File: config.mk
export PLATFORM = sky130hd
export DESIGN_NAME = uart_sha_host_flat
export DESIGN_NICKNAME = d
export VERILOG_FILES = /design/src/rtl/uart_sha_pkg.sv /design/src/rtl/uart_sha_host_if.sv /design/src/rtl/uart_sha_frame_mux.sv /design/src/rtl/uart_sha_host.sv /design/src/flat_wrapper.sv
export SDC_FILE = /design/constraint.sdc
export NUM_CORES = 1
export LEC_CHECK = 0
export CORE_AREA = 2 2 283 285
export CTS_CLUSTER_SIZE = 28
export DETAILED_ROUTE_END_ITERATION = 6
export DIE_AREA = 0 0 285 287
export HOLD_SLACK_MARGIN = 0.15
export PLACE_DENSITY = 0.64
export SLEW_MARGIN = 10
export SYNTH_ARGS = -nofsm -noshare
export SYNTH_HDL_FRONTEND = slang
export SYNTH_SLANG_ARGS = --single-unit
export TNS_END_PERCENT = 30
File: constraint.sdc
create_clock -name clk -period 20.2 [get_ports clk]
set_input_delay 3.03 -clock clk [delete_from_list [all_inputs] [get_ports clk]]
set_output_delay 3.03 -clock clk [all_outputs]
set_load 0.01 [all_outputs]
File: src/rtl/uart_sha_pkg.sv
// Shared constants and types for the UART SHA-256 job host: protocol characters,
// frame layout, FSM state and error encodings.
package uart_sha_pkg;

    localparam logic [7:0] CH_HELLO  = 8'h48; // 'H'
    localparam logic [7:0] CH_ABORT  = 8'h52; // 'R'
    localparam logic [7:0] CH_READY  = 8'h31; // '1'
    localparam logic [7:0] CH_OK     = 8'h4F; // 'O'
    localparam logic [7:0] CH_START  = 8'h53; // 'S'
    localparam logic [7:0] CH_FOUND  = 8'h59; // 'Y'
    localparam logic [7:0] CH_ERR    = 8'h45; // 'E'
    localparam logic [7:0] CH_ERR_LC = 8'h65; // 'e'

    localparam int         FRAME_LEN  = 136;
    localparam logic [7:0] OFF_DATA   = 8'd0;
    localparam logic [7:0] OFF_STATE  = 8'd12;
    localparam logic [7:0] OFF_TARGET = 8'd44;
    localparam logic [7:0] OFF_NONCE  = 8'd76;
    localparam logic [7:0] OFF_POS    = 8'd80;
    localparam logic [7:0] OFF_PAD    = 8'd84;

    typedef enum logic [2:0] {
        ST_IDLE    = 3'd0,
        ST_HELLO   = 3'd1,
        ST_PAYLOAD = 3'd2,
        ST_WAIT_S  = 3'd3,
        ST_WAIT_Y  = 3'd4,
        ST_NONCE   = 3'd5,
        ST_ABORT   = 3'd6
    } host_state_t;

    typedef enum logic [2:0] {
        ERR_NONE       = 3'd0,
        ERR_TIMEOUT    = 3'd1,
        ERR_REJECT     = 3'd2,
        ERR_UNEXPECTED = 3'd3,
        ERR_ABORTED    = 3'd4
    } host_err_t;

    typedef struct packed {
        logic [11:0][7:0] data;
        logic [255:0]     state;
        logic [31:0][7:0] target;
        logic [31:0]      nonce_base;
        logic [31:0]      position;
    } job_t;

    // Classifies a byte that the current state did not expect.
    function automatic host_err_t rx_fault(input logic [7:0] b);
        return (b == CH_ERR || b == CH_ERR_LC) ? ERR_REJECT : ERR_UNEXPECTED;
    endfunction

endpackage

File: src/rtl/uart_sha_host_if.sv
// Byte-stream link between the job host and its uart_tx/uart_rx pair.
interface uart_sha_host_if;
    logic [7:0] out_tx_data;
    logic       out_tx_valid;
    logic       in_tx_ready;
    logic [7:0] in_rx_data;
    logic       in_rx_valid;
    logic       out_rx_ready;

    modport master (
        output out_tx_data, out_tx_valid, out_rx_ready,
        input  in_tx_ready, in_rx_data, in_rx_valid
    );

    modport slave (
        input  out_tx_data, out_tx_valid, out_rx_ready,
        output in_tx_ready, in_rx_data, in_rx_valid
    );
endinterface

File: src/rtl/uart_sha_frame_mux.sv
// Selects job frame byte idx from the latched job; bytes past the position word are zero.
module uart_sha_frame_mux
    import uart_sha_pkg::*;
(
    input  job_t       job,
    input  logic [7:0] idx,
    output logic [7:0] frame_byte
);

    logic [4:0] off;

    always_comb begin
        frame_byte = 8'h00;
        off        = 5'd0;
        if (idx < OFF_STATE) begin
            frame_byte = job.data[idx[3:0]];
        end else if (idx < OFF_TARGET) begin
            off        = 5'(idx - OFF_STATE);
            frame_byte = job.state[{off, 3'b000} +: 8];
        end else if (idx < OFF_NONCE) begin
            off        = 5'(idx - OFF_TARGET);
            frame_byte = job.target[off];
        end else if (idx < OFF_POS) begin
            off        = 5'(idx - OFF_NONCE);
            frame_byte = job.nonce_base[{off[1:0], 3'b000} +: 8];
        end else if (idx < OFF_PAD) begin
            off        = 5'(idx - OFF_POS);
            frame_byte = job.position[{off[1:0], 3'b000} +: 8];
        end
    end

endmodule

File: src/rtl/uart_sha_host.sv
// Host-side initiator for the UART SHA-256 job protocol: hello, 136-byte frame,
// 'S'/'Y' acknowledgements and a 4-byte little-endian nonce, with timeout and abort.
module uart_sha_host
    import uart_sha_pkg::*;
#(
    parameter int unsigned TIMEOUT_CYCLES      = 100_000_000,
    parameter int unsigned HASH_TIMEOUT_CYCLES = 0
) (
    input  logic             clk,
    input  logic             in_rst,
    input  logic             in_start,
    input  logic             in_abort,
    input  logic [11:0][7:0] in_job_data,
    input  logic [255:0]     in_job_state,
    input  logic [31:0][7:0] in_job_target,
    input  logic [31:0]      in_job_nonce_base,
    input  logic [31:0]      in_job_position,
    uart_sha_host_if.master  bus,
    output logic             out_busy,
    output logic             out_done,
    output logic             out_error,
    output logic [2:0]       out_err_code,
    output logic [31:0]      out_nonce
);

    localparam logic [2:0] S_IDLE    = ST_IDLE;
    localparam logic [2:0] S_HELLO   = ST_HELLO;
    localparam logic [2:0] S_PAYLOAD = ST_PAYLOAD;
    localparam logic [2:0] S_WAIT_S  = ST_WAIT_S;
    localparam logic [2:0] S_WAIT_Y  = ST_WAIT_Y;
    localparam logic [2:0] S_NONCE   = ST_NONCE;
    localparam logic [2:0] S_ABORT   = ST_ABORT;

    localparam logic [31:0] TO_LIM   = 32'(TIMEOUT_CYCLES);
    localparam logic [31:0] HASH_LIM = 32'(HASH_TIMEOUT_CYCLES);
    localparam logic [7:0]  LAST_IDX = 8'(FRAME_LEN - 1);

    logic [2:0]  state;
    job_t        job;
    logic [7:0]  idx;
    logic [7:0]  frame_byte;
    logic [7:0]  tx_byte;
    logic        tx_valid;
    logic        rx_ready;
    logic        abort_r;
    logic [31:0] cnt;
    logic [1:0]  nbytes;
    logic [23:0] nonce_sh;
    logic        tx_fire;
    logic        rx_hit;
    logic        wait_to;
    logic        hash_to;
    logic        abort_take;
    logic        err_fire;
    host_err_t   err_val;

    uart_sha_frame_mux u_mux (
        .job        (job),
        .idx        (idx),
        .frame_byte (frame_byte)
    );

    assign tx_fire    = tx_valid & bus.in_tx_ready;
    assign rx_hit     = bus.in_rx_valid;
    assign wait_to    = (cnt == TO_LIM - 32'd1);
    assign hash_to    = (HASH_LIM != 32'd0) && (cnt == HASH_LIM - 32'd1);
    assign abort_take = in_abort && (state != S_IDLE) && (state != S_ABORT);

    // During PAYLOAD the byte comes straight from the frame mux so the stream has no gaps.
    assign bus.out_tx_data  = (state == S_PAYLOAD) ? frame_byte : tx_byte;
    assign bus.out_tx_valid = tx_valid;
    assign bus.out_rx_ready = rx_ready;
    assign out_busy         = (state != S_IDLE);

    always_comb begin
        err_fire = 1'b0;
        err_val  = ERR_NONE;
        if (state == S_ABORT) begin
            if (abort_r && !tx_valid &&
                ((rx_hit && bus.in_rx_data == CH_OK) || wait_to)) begin
                err_fire = 1'b1;
                err_val  = ERR_ABORTED;
            end
        end else if (state != S_IDLE && !in_abort) begin
            case (state)
                S_HELLO: begin
                    if (rx_hit) begin
                        if (tx_valid || bus.in_rx_data != CH_READY) begin
                            err_fire = 1'b1;
                            err_val  = rx_fault(bus.in_rx_data);
                        end
                    end else if (!tx_valid && wait_to) begin
                        err_fire = 1'b1;
                        err_val  = ERR_TIMEOUT;
                    end
                end
                S_PAYLOAD: begin
                    if (rx_hit) begin
                        err_fire = 1'b1;
                        err_val  = rx_fault(bus.in_rx_data);
                    end
                end
                S_WAIT_S: begin
                    if (rx_hit) begin
                        if (bus.in_rx_data != CH_START) begin
                            err_fire = 1'b1;
                            err_val  = rx_fault(bus.in_rx_data);
                        end
                    end else if (wait_to) begin
                        err_fire = 1'b1;
                        err_val  = ERR_TIMEOUT;
                    end
                end
                S_WAIT_Y: begin
                    if (rx_hit) begin
                        if (bus.in_rx_data != CH_FOUND) begin
                            err_fire = 1'b1;
                            err_val  = rx_fault(bus.in_rx_data);
                        end
                    end else if (hash_to) begin
                        err_fire = 1'b1;
                        err_val  = ERR_TIMEOUT;
                    end
                end
                default: ;
            endcase
        end
    end

    always_ff @(posedge clk) begin
        if (in_rst) begin
            state        <= S_IDLE;
            tx_valid     <= 1'b0;
            tx_byte      <= 8'h00;
            idx          <= 8'd0;
            abort_r      <= 1'b0;
            cnt          <= 32'd0;
            nbytes       <= 2'd0;
            rx_ready     <= 1'b0;
            out_done     <= 1'b0;
            out_error    <= 1'b0;
            out_err_code <= 3'd0;
            out_nonce    <= 32'd0;
        end else begin
            out_done  <= 1'b0;
            out_error <= 1'b0;
            rx_ready  <= 1'b1;
            cnt       <= rx_hit ? 32'd0 : cnt + 32'd1;
            if (err_fire) begin
                state        <= S_IDLE;
                tx_valid     <= 1'b0;
                out_error    <= 1'b1;
                out_err_code <= err_val;
            end else if (abort_take) begin
                // Freeze the in-flight byte so it still completes after leaving PAYLOAD.
                state   <= S_ABORT;
                abort_r <= 1'b0;
                tx_byte <= bus.out_tx_data;
                if (tx_fire) tx_valid <= 1'b0;
            end else begin
                case (state)
                    S_IDLE: begin
                        if (in_start) begin
                            state        <= S_HELLO;
                            tx_valid     <= 1'b1;
                            tx_byte      <= CH_HELLO;
                            out_err_code <= 3'd0;
                            out_nonce    <= 32'd0;
                        end
                    end
                    S_HELLO: begin
                        if (tx_fire) begin
                            tx_valid <= 1'b0;
                            cnt      <= 32'd0;
                        end else if (rx_hit) begin
                            state    <= S_PAYLOAD;
                            idx      <= 8'd0;
                            tx_valid <= 1'b1;
                        end
                    end
                    S_PAYLOAD: begin
                        if (tx_fire) begin
                            if (idx == LAST_IDX) begin
                                state    <= S_WAIT_S;
                                tx_valid <= 1'b0;
                                cnt      <= 32'd0;
                            end else begin
                                idx <= idx + 8'd1;
                            end
                        end
                    end
                    S_WAIT_S: if (rx_hit) state <= S_WAIT_Y;
                    S_WAIT_Y: begin
                        if (rx_hit) begin
                            state  <= S_NONCE;
                            nbytes <= 2'd0;
                        end
                    end
                    S_NONCE: begin
                        if (rx_hit) begin
                            nbytes <= nbytes + 2'd1;
                            if (nbytes == 2'd3) begin
                                out_nonce <= {bus.in_rx_data, nonce_sh};
                                out_done  <= 1'b1;
                                state     <= S_IDLE;
                            end
                        end
                    end
                    S_ABORT: begin
                        if (!abort_r) begin
                            if (!tx_valid || tx_fire) begin
                                tx_valid <= 1'b1;
                                tx_byte  <= CH_ABORT;
                                abort_r  <= 1'b1;
                            end
                        end else if (tx_fire) begin
                            tx_valid <= 1'b0;
                            cnt      <= 32'd0;
                        end
                    end
                    default: state <= S_IDLE;
                endcase
            end
        end
    end

    always_ff @(posedge clk) begin
        if (state == S_IDLE && in_start) begin
            job <= {in_job_data, in_job_state, in_job_target, in_job_nonce_base, in_job_position};
        end
        if (state == S_NONCE && rx_hit && !in_abort && nbytes != 2'd3) begin
            nonce_sh[{nbytes, 3'b000} +: 8] <= bus.in_rx_data;
        end
    end

endmodule
File: src/flat_wrapper.sv
// flat-port wrapper written by rule: the top's interface ports become plain ports
module uart_sha_host_flat import uart_sha_pkg::*;
#(
    parameter int unsigned TIMEOUT_CYCLES      = 100_000_000,
    parameter int unsigned HASH_TIMEOUT_CYCLES = 0
)
  (clk, in_rst, in_start, in_abort, in_job_data, in_job_state, in_job_target, in_job_nonce_base, in_job_position, out_busy, out_done, out_error, out_err_code, out_nonce, bus_out_tx_data, bus_out_tx_valid, bus_out_rx_ready, bus_in_tx_ready, bus_in_rx_data, bus_in_rx_valid);
  uart_sha_host_if bus_i ();
  input  logic clk;
  input  logic in_rst;
  input  logic in_start;
  input  logic in_abort;
  input  logic [11:0][7:0] in_job_data;
  input  logic [255:0] in_job_state;
  input  logic [31:0][7:0] in_job_target;
  input  logic [31:0] in_job_nonce_base;
  input  logic [31:0] in_job_position;
  output logic out_busy;
  output logic out_done;
  output logic out_error;
  output logic [2:0] out_err_code;
  output logic [31:0] out_nonce;
  output wire logic [$bits(bus_i.out_tx_data)-1:0] bus_out_tx_data;
  output wire logic [$bits(bus_i.out_tx_valid)-1:0] bus_out_tx_valid;
  output wire logic [$bits(bus_i.out_rx_ready)-1:0] bus_out_rx_ready;
  input wire logic [$bits(bus_i.in_tx_ready)-1:0] bus_in_tx_ready;
  input wire logic [$bits(bus_i.in_rx_data)-1:0] bus_in_rx_data;
  input wire logic [$bits(bus_i.in_rx_valid)-1:0] bus_in_rx_valid;
  assign bus_out_tx_data = bus_i.out_tx_data;
  assign bus_out_tx_valid = bus_i.out_tx_valid;
  assign bus_out_rx_ready = bus_i.out_rx_ready;
  assign bus_i.in_tx_ready = bus_in_tx_ready;
  assign bus_i.in_rx_data = bus_in_rx_data;
  assign bus_i.in_rx_valid = bus_in_rx_valid;
  uart_sha_host #(.TIMEOUT_CYCLES(TIMEOUT_CYCLES), .HASH_TIMEOUT_CYCLES(HASH_TIMEOUT_CYCLES)) u_core (.clk(clk), .in_rst(in_rst), .in_start(in_start), .in_abort(in_abort), .in_job_data(in_job_data), .in_job_state(in_job_state), .in_job_target(in_job_target), .in_job_nonce_base(in_job_nonce_base), .in_job_position(in_job_position), .bus(bus_i), .out_busy(out_busy), .out_done(out_done), .out_error(out_error), .out_err_code(out_err_code), .out_nonce(out_nonce));
endmodule
== After elaboration in Yosys (flattened, before gate mapping) ==
Index checks and enable logic that the tools add are counted.

* Input bits: 686
* Logic and storage cells: 263
* Bits in registers: 789

* Reductions and logical operators: 39
* $lt $le $gt $ge: 7
* Bitwise gates (word level): 6
* Equality and inequality tests: 42
* Add/subtract/negate cells: 8
* Shift operators: 5
* Multiplexer cells: 95

{| class="wikitable"
|+ Operator list
! operator !! count
|-
| two-way mux 32 bit || 10
|-
| variable part select 256 x 9 -> 8 bit || 1
|-
| two-way mux 8 bit || 16
|-
| one-hot mux 32 bit (3 select lines) || 1
|-
| two-way mux 3 bit || 24
|-
| one-hot mux 32 bit (2 select lines) || 1
|-
| variable part select 32 x 6 -> 8 bit || 2
|-
| binary-select mux 8 bit (select 5 bit) || 1
|-
| adder 32 x 1 -> 32 bit (second input constant) || 1
|-
| binary-select mux 8 bit (select 4 bit) || 1
|-
| equality test 32 x 27 -> 1 bit (second input constant) || 1
|-
| one-hot mux 8 bit (2 select lines) || 2
|-
| two-way mux 1 bit || 31
|-
| bitwise mux 24 bit || 1
|-
| equality test 8 x 7 -> 1 bit (second input constant) || 3
|-
| less-than comparator 8 x 7 -> 1 bit (second input constant) || 3
|-
| variable shift 8 x 7 -> 24 bit (first input constant) || 1
|-
| variable part select 8 x 7 -> 24 bit || 1
|-
| != test 3 x 2 -> 1 bit (second input constant) || 7
|-
| one-hot mux 3 bit (7 select lines) || 1
|-
| != test 2 bit (second input constant) || 10
|-
| AND reduction 10 bit || 2
|-
| != test 8 x 7 -> 1 bit (second input constant) || 2
|-
| one-hot mux 3 bit (4 select lines) || 1
|-
| 39 further kinds || 78
|}

== Longest topological paths before layout ==
* Word-level depth: 9
* Gate-level depth with buffers: 14
* Depth with buffers taken out: 9

== Modules after synthesis ==
Synthesis repeated with hierarchy kept, for this count alone.

* Cells, all modules: 1,746
* Area, all modules: 31,189.9 µm²

{| class="wikitable"
|+ Modules (own cells, without submodules)
! module !! cells each !! times used !! sequential area each (µm²) !! area each (µm²)
|-
| uart_sha_host || 1,298 || 1 || 22,761.8 || 25,674.6
|-
| uart_sha_frame_mux || 448 || 1 || 0.0 || 5,515.3
|}

== Worst setup path after synthesis ==
Ideal clock, no wire load.

* Path kind: input -> register
* From: input in_start
* To: register u_core.job[0] (netlist name)
* Buffers on the path: 0
* Library setup time: 1.012 ns
* Slack: 3.149 ns
* Stages: 2
* Arrival: 16.039 ns
* Required time: 19.188 ns
* Cells stage by stage: nand2_1 > inv_1

* Longest elaborated chain between the ends: 1

{| class="wikitable"
|+ RTL lines
! item !! RTL line !! RTL
|-
| from (decl) || flat_wrapper.sv:11 || <nowiki>input logic in_start;</nowiki>
|-
| logical AND 1 bit || uart_sha_host.sv:228 || <nowiki>if (state == S_IDLE && in_start) begin</nowiki>
|}

No other way between the ends.
A chain may end at the register's enable or synchronous reset.

== Worst setup path after layout ==
* From: register u_core.idx[1]
* To: output bus_out_tx_data[4]

* Longest elaborated chain between the ends: 8
* Elaborated cells on any way between the ends: 22
* Those cells by class: 4 x add/sub; 5 x order compare; 3 x shift; 10 x mux

{| class="wikitable"
|+ RTL lines
! item !! RTL line !! RTL
|-
| from (decl) || uart_sha_host.sv:40 || <nowiki>logic [7:0] idx;</nowiki>
|-
| from (signal assigned) || uart_sha_host.sv:188 || <nowiki>idx <= idx + 8'd1;</nowiki>
|-
| parallel branches: the longest is 6 deep, another holds subtractor 5 x 4 -> 5 bit || -- ||
|-
| two-way mux 8 bit (*) || uart_sha_frame_mux.sv:15 || <nowiki>if (idx < OFF_STATE) begin</nowiki>
|-
| two-way mux 8 bit (*) || uart_sha_host.sv:70 || <nowiki>assign bus.out_tx_data = (state == S_PAYLOAD) ? frame_byte : tx_byte;</nowiki>
|-
| to (decl) || flat_wrapper.sv:23 || <nowiki>output wire logic [$bits(bus_i.out_tx_data)-1:0] bus_out_tx_data;</nowiki>
|}

Every way passes the cells marked *. The select of a mux whose other input is x is not followed.

==> results by group <==
GRT
  • Routing usage on met2: 43.0%
  • Remaining global-route overflow: 0
  • Largest net degree at the start of global routing: 140
  • GRT Overall Usage: 24.1%
  • GRT busiest layer: met2
  • First-pass GRT wire length: 139000 um
  • Grt met1 use: 28.8%
  • Initial antenna violation count: 48
  • GR Util met3: 6.06%
  • Vias in the first global route: 19600

Drt
  • Vias: 19000
  • Routed WL: 100000 um
  • DR WL/cell: 28.1 um
  • Initial drt markers: 1806
  • Final ANT Viol Nets: 0
  • Vias per std cell: 5.34
  • DRC viols: 0
  • TritonRoute pass-1 iters: 5

Outcome
  • Run status: finished, final reports clean

Logic synthesis
  • Synth Area per Inst: 18.6 um2
  • Synthesis-stage register bit count: 789
  • Synth Instances: 1677
  • EDFF count, synth: 696
  • Ys Warns: 0
  • Main synth FF type: edfxtp_1
  • Synth Cell Area: 31100 um2
  • Async SR Flop Fraction: 0%
  • Most frequent cells after synthesis: edfxtp_1, mux4_2, dfxtp_1
  • Sequential area share after synthesis: 73.1%
  • Synth area leader: edfxtp_1
  • Most frequent cell after synthesis: edfxtp_1
  • Yosys cell types: 69
  • Synth top area cells: edfxtp_1, mux4_2, dfxtp_1, nand2_1, nand3_1
  • Synth top area share: 67.1%
  • Post-Syn Nets: 2373

Power
  • Clock power share: 30.9%
  • Total Power: 0.00473 W
  • Flop pwr share: 51.4%
  • Pint: 0.00346 W
  • Switching power: 0.00126 W
  • Logic pwr share: 17.7%
  • Worst vdd ir: 0.0956 mV
  • Sw Share: 26.7%
  • Static Leakage: 13.5 nW
  • Power density over the cells: 112 nW/um2

STA
  • Endpoints failing setup: 0
  • Achievable clock frequency: 0.114 GHz
  • Slew @ Worst Pin: 1.20 ns
  • Post-Route Setup TNS: 0 ns
  • Crit share post-route: 43.3%
  • Final-report max-slew violation count: 0
  • Setup Skew: 0.0319 ns
  • Fin crit period: 8.75 ns
  • Final hold vios: 0
  • Final WS setup: 11.45 ns
  • Worst relative slew slack: 19.8%
  • Unrepaired setup endpoints after global routing: no

Critical path
  • Critical-path top delay cell: dfxtp_4
  • CP cell instances: buf_4 -> buf_4 -> mux4_2 -> mux2i_1 -> o21ai_0 -> or3b_2 -> o31a_1 -> nor2_1 -> clkdlybuf4s50_1
  • Startpoint class of the critical path: flop
  • CP peak stage delay: 0.99 ns
  • CP Data Required Time: 17.17 ns
  • CP endpoint kind: output pin
  • CP most frequent cell: buf_4
  • Critical path fanouts, max: 64
  • CP arrival: 5.72 ns
  • Crit Path Class: flop to output pin

Final layout
  • Area delta synth->final: 35.5%
  • Reg area: 22800 um2
  • Fillers: 6235
  • Multi-input gate area: 7870 um2
  • Nets: 3121
  • Layout cells sized above 1: 15.1%

Floorplanning
  • Die Wd: 285 um
  • Die height: 287 um
  • # rows: 103
  • Initial core utilization: 39.6%
  • CORE AREA: 78600 um2
  • Die area: 81800 um2
  • IO Pins: 734

CTS
  • Clock latency on the worst-skew pair: 0.65 ns
  • H-tree levels: 3
  • Cts repair resizes: 0
  • Setup bufs post-CTS: 0
  • CTS tree: done
  • CTS Sinks: 789
  • Clock transition at the registers of the reported paths: 0.06 ns
  • CTS Buf Count: 83
  • Root buffer cell: clkbuf_16
  • Clock Path Buffers: 3
  • CTS Hold Buffers Added: 0

Placed design
  • Place WS: 11.65 ns
  • GPL Wtd Cong: 0.895
  • Hpwl dp: 76600 um
  • Port bufs: 733

Flow run
  • Max Cap Viol: 0

Hold path
  • Worst min path class: flop to flop
## routing by layer
| metal | share of wire [%] | vias to the layer above |
|---|---|---|
| li1 | - | 8342 |
| met1 | 37 | 9630 |
| met2 | 53 | 866 |
| met3 | 7.8 | 164 |
| met4 | 2.5 | 36 |
| met5 | 0.21 | - |
## layout by cell type, fill, tap and decap left out, types with 7 or more instances in the layout
cell type        Yosys  final
diode_2              0     23
nand2_1             82     82
nor4_1               9      8
nor2b_1             12     12
a21oi_1             51     50
and2_1              32     32
clkinv_1             0     17
ha_1                10      9
and3_1              16     16
inv_1               18     17
or3_1                7      7
a22oi_1             13     13
mux4_2             183    183
o21ai_0             29     29
mux2i_1             15     15
nand2b_1             9      9
clkbuf_16            0     84
clkbuf_1            43     14
dfxtp_1             93     90
a211oi_1            11     11
edfxtp_1           696    696
nor3_1              18     18
o22ai_1             15     15
a31oi_1             13     13
nor3b_1             10     10
clkinv_2             0     17
clkdlybuf4s50_1      0    732
nor2_1              41     41
or4_1                8      8
nand4_1             11     11
nor2_2              29     29
xor2_1              19     18
nand3_1             53     53
buf_4               18     17
xnor2_1             13     13
## worst paths after layout
path,cells after the start,start,slack (ns),end
setup reg to reg,7,u_core.state[2],14.16,u_core.job[441]
hold / removal,2,u_core.out_nonce[29],0.45,u_core.out_nonce[29]
setup / recovery,9,u_core.idx[1],11.45,bus_out_tx_data[4]
hold reg to reg,2,u_core.out_nonce[29],0.45,u_core.out_nonce[29]
## cell families (layout without fill, tap and decap cells)
| group | count (synthesis) | count (layout) | synth area share [%] |
|---|---|---|---|
| simple gates | 363 | 363 | 6.34 |
| flops | 789 | 789 | 73.1 |
| other cells | 0 | 23 | 0 |
| xor+xnor | 32 | 32 | 0.900 |
| compound gates | 177 | 177 | 3.80 |
| buf+inv | 107 | 921 | 1.68 |
| mux | 199 | 199 | 13.8 |
| fa+ha+maj | 10 | 10 | 0.402 |
## flip-flops by register name (all words and copies together) (netlist names), 2 cells and up
name and cells:
u_core.cnt 32, u_core.idx 8, u_core.job 672, u_core.nbytes 2, u_core.nonce_sh 24, u_core.out_err_code 3
u_core.out_nonce 32, u_core.state 3, u_core.tx_byte 8
## critical path: cells and delay by family (launching register included)
| family | cells | cell delay [ns] |
|---|---|---|
| DFF | 1 | 0.99 |
| buffers and inverters | 3 | 2.22 |
| and+or+nand+nor | 2 | 0.66 |
| AOI/OAI and AO/OA | 2 | 0.56 |
| muxes | 2 | 0.48 |
## stage by stage
step | hold WS [ns] | cell area [um2] | cells | utilization [%]
after floorplan | 0.435 | 31100 | 1677 | -
after global placement | 0.437 | 39500 | 3390 | 50.3
after detailed placement | 0.444 | 39500 | 3390 | 50.3
after CTS | 0.452 | 42100 | 3541 | 53.6
after global routing | 0.466 | 42200 | 3558 | 53.6
final | 0.451 | 42200 | 3564 | 53.7
## final cells by class
| type | instances | area share (%) |
|---|---|---|
| Sequential cell | 789 | 54.0 |
| Multi-Input combinational cell | 781 | 18.6 |
| Timing Repair Buffer | 751 | 17.7 |
| Clock buffer | 102 | 5.24 |
| Tap cell | 1050 | 3.11 |
| Clock inverter | 49 | 0.958 |
| Inverter | 19 | 0.187 |
| Antenna cell | 23 | 0.136 |
## power by group through the flow
stage / clock network [W] / registers [W] / logic (W)
3_5_place_dp: 0 / 0.00246 / 0.000844
6_report: 0.00146 / 0.00243 / 0.000836
3_3_place_gp: 0 / 0.00244 / 0.000823
5_1_grt: 0.00155 / 0.00246 / 0.000897
4_1_cts: 0.00149 / 0.00243 / 0.000844
2_1_floorplan: 0 / 0.00275 / 0.000482
Power figures use the tool's default switching activity.
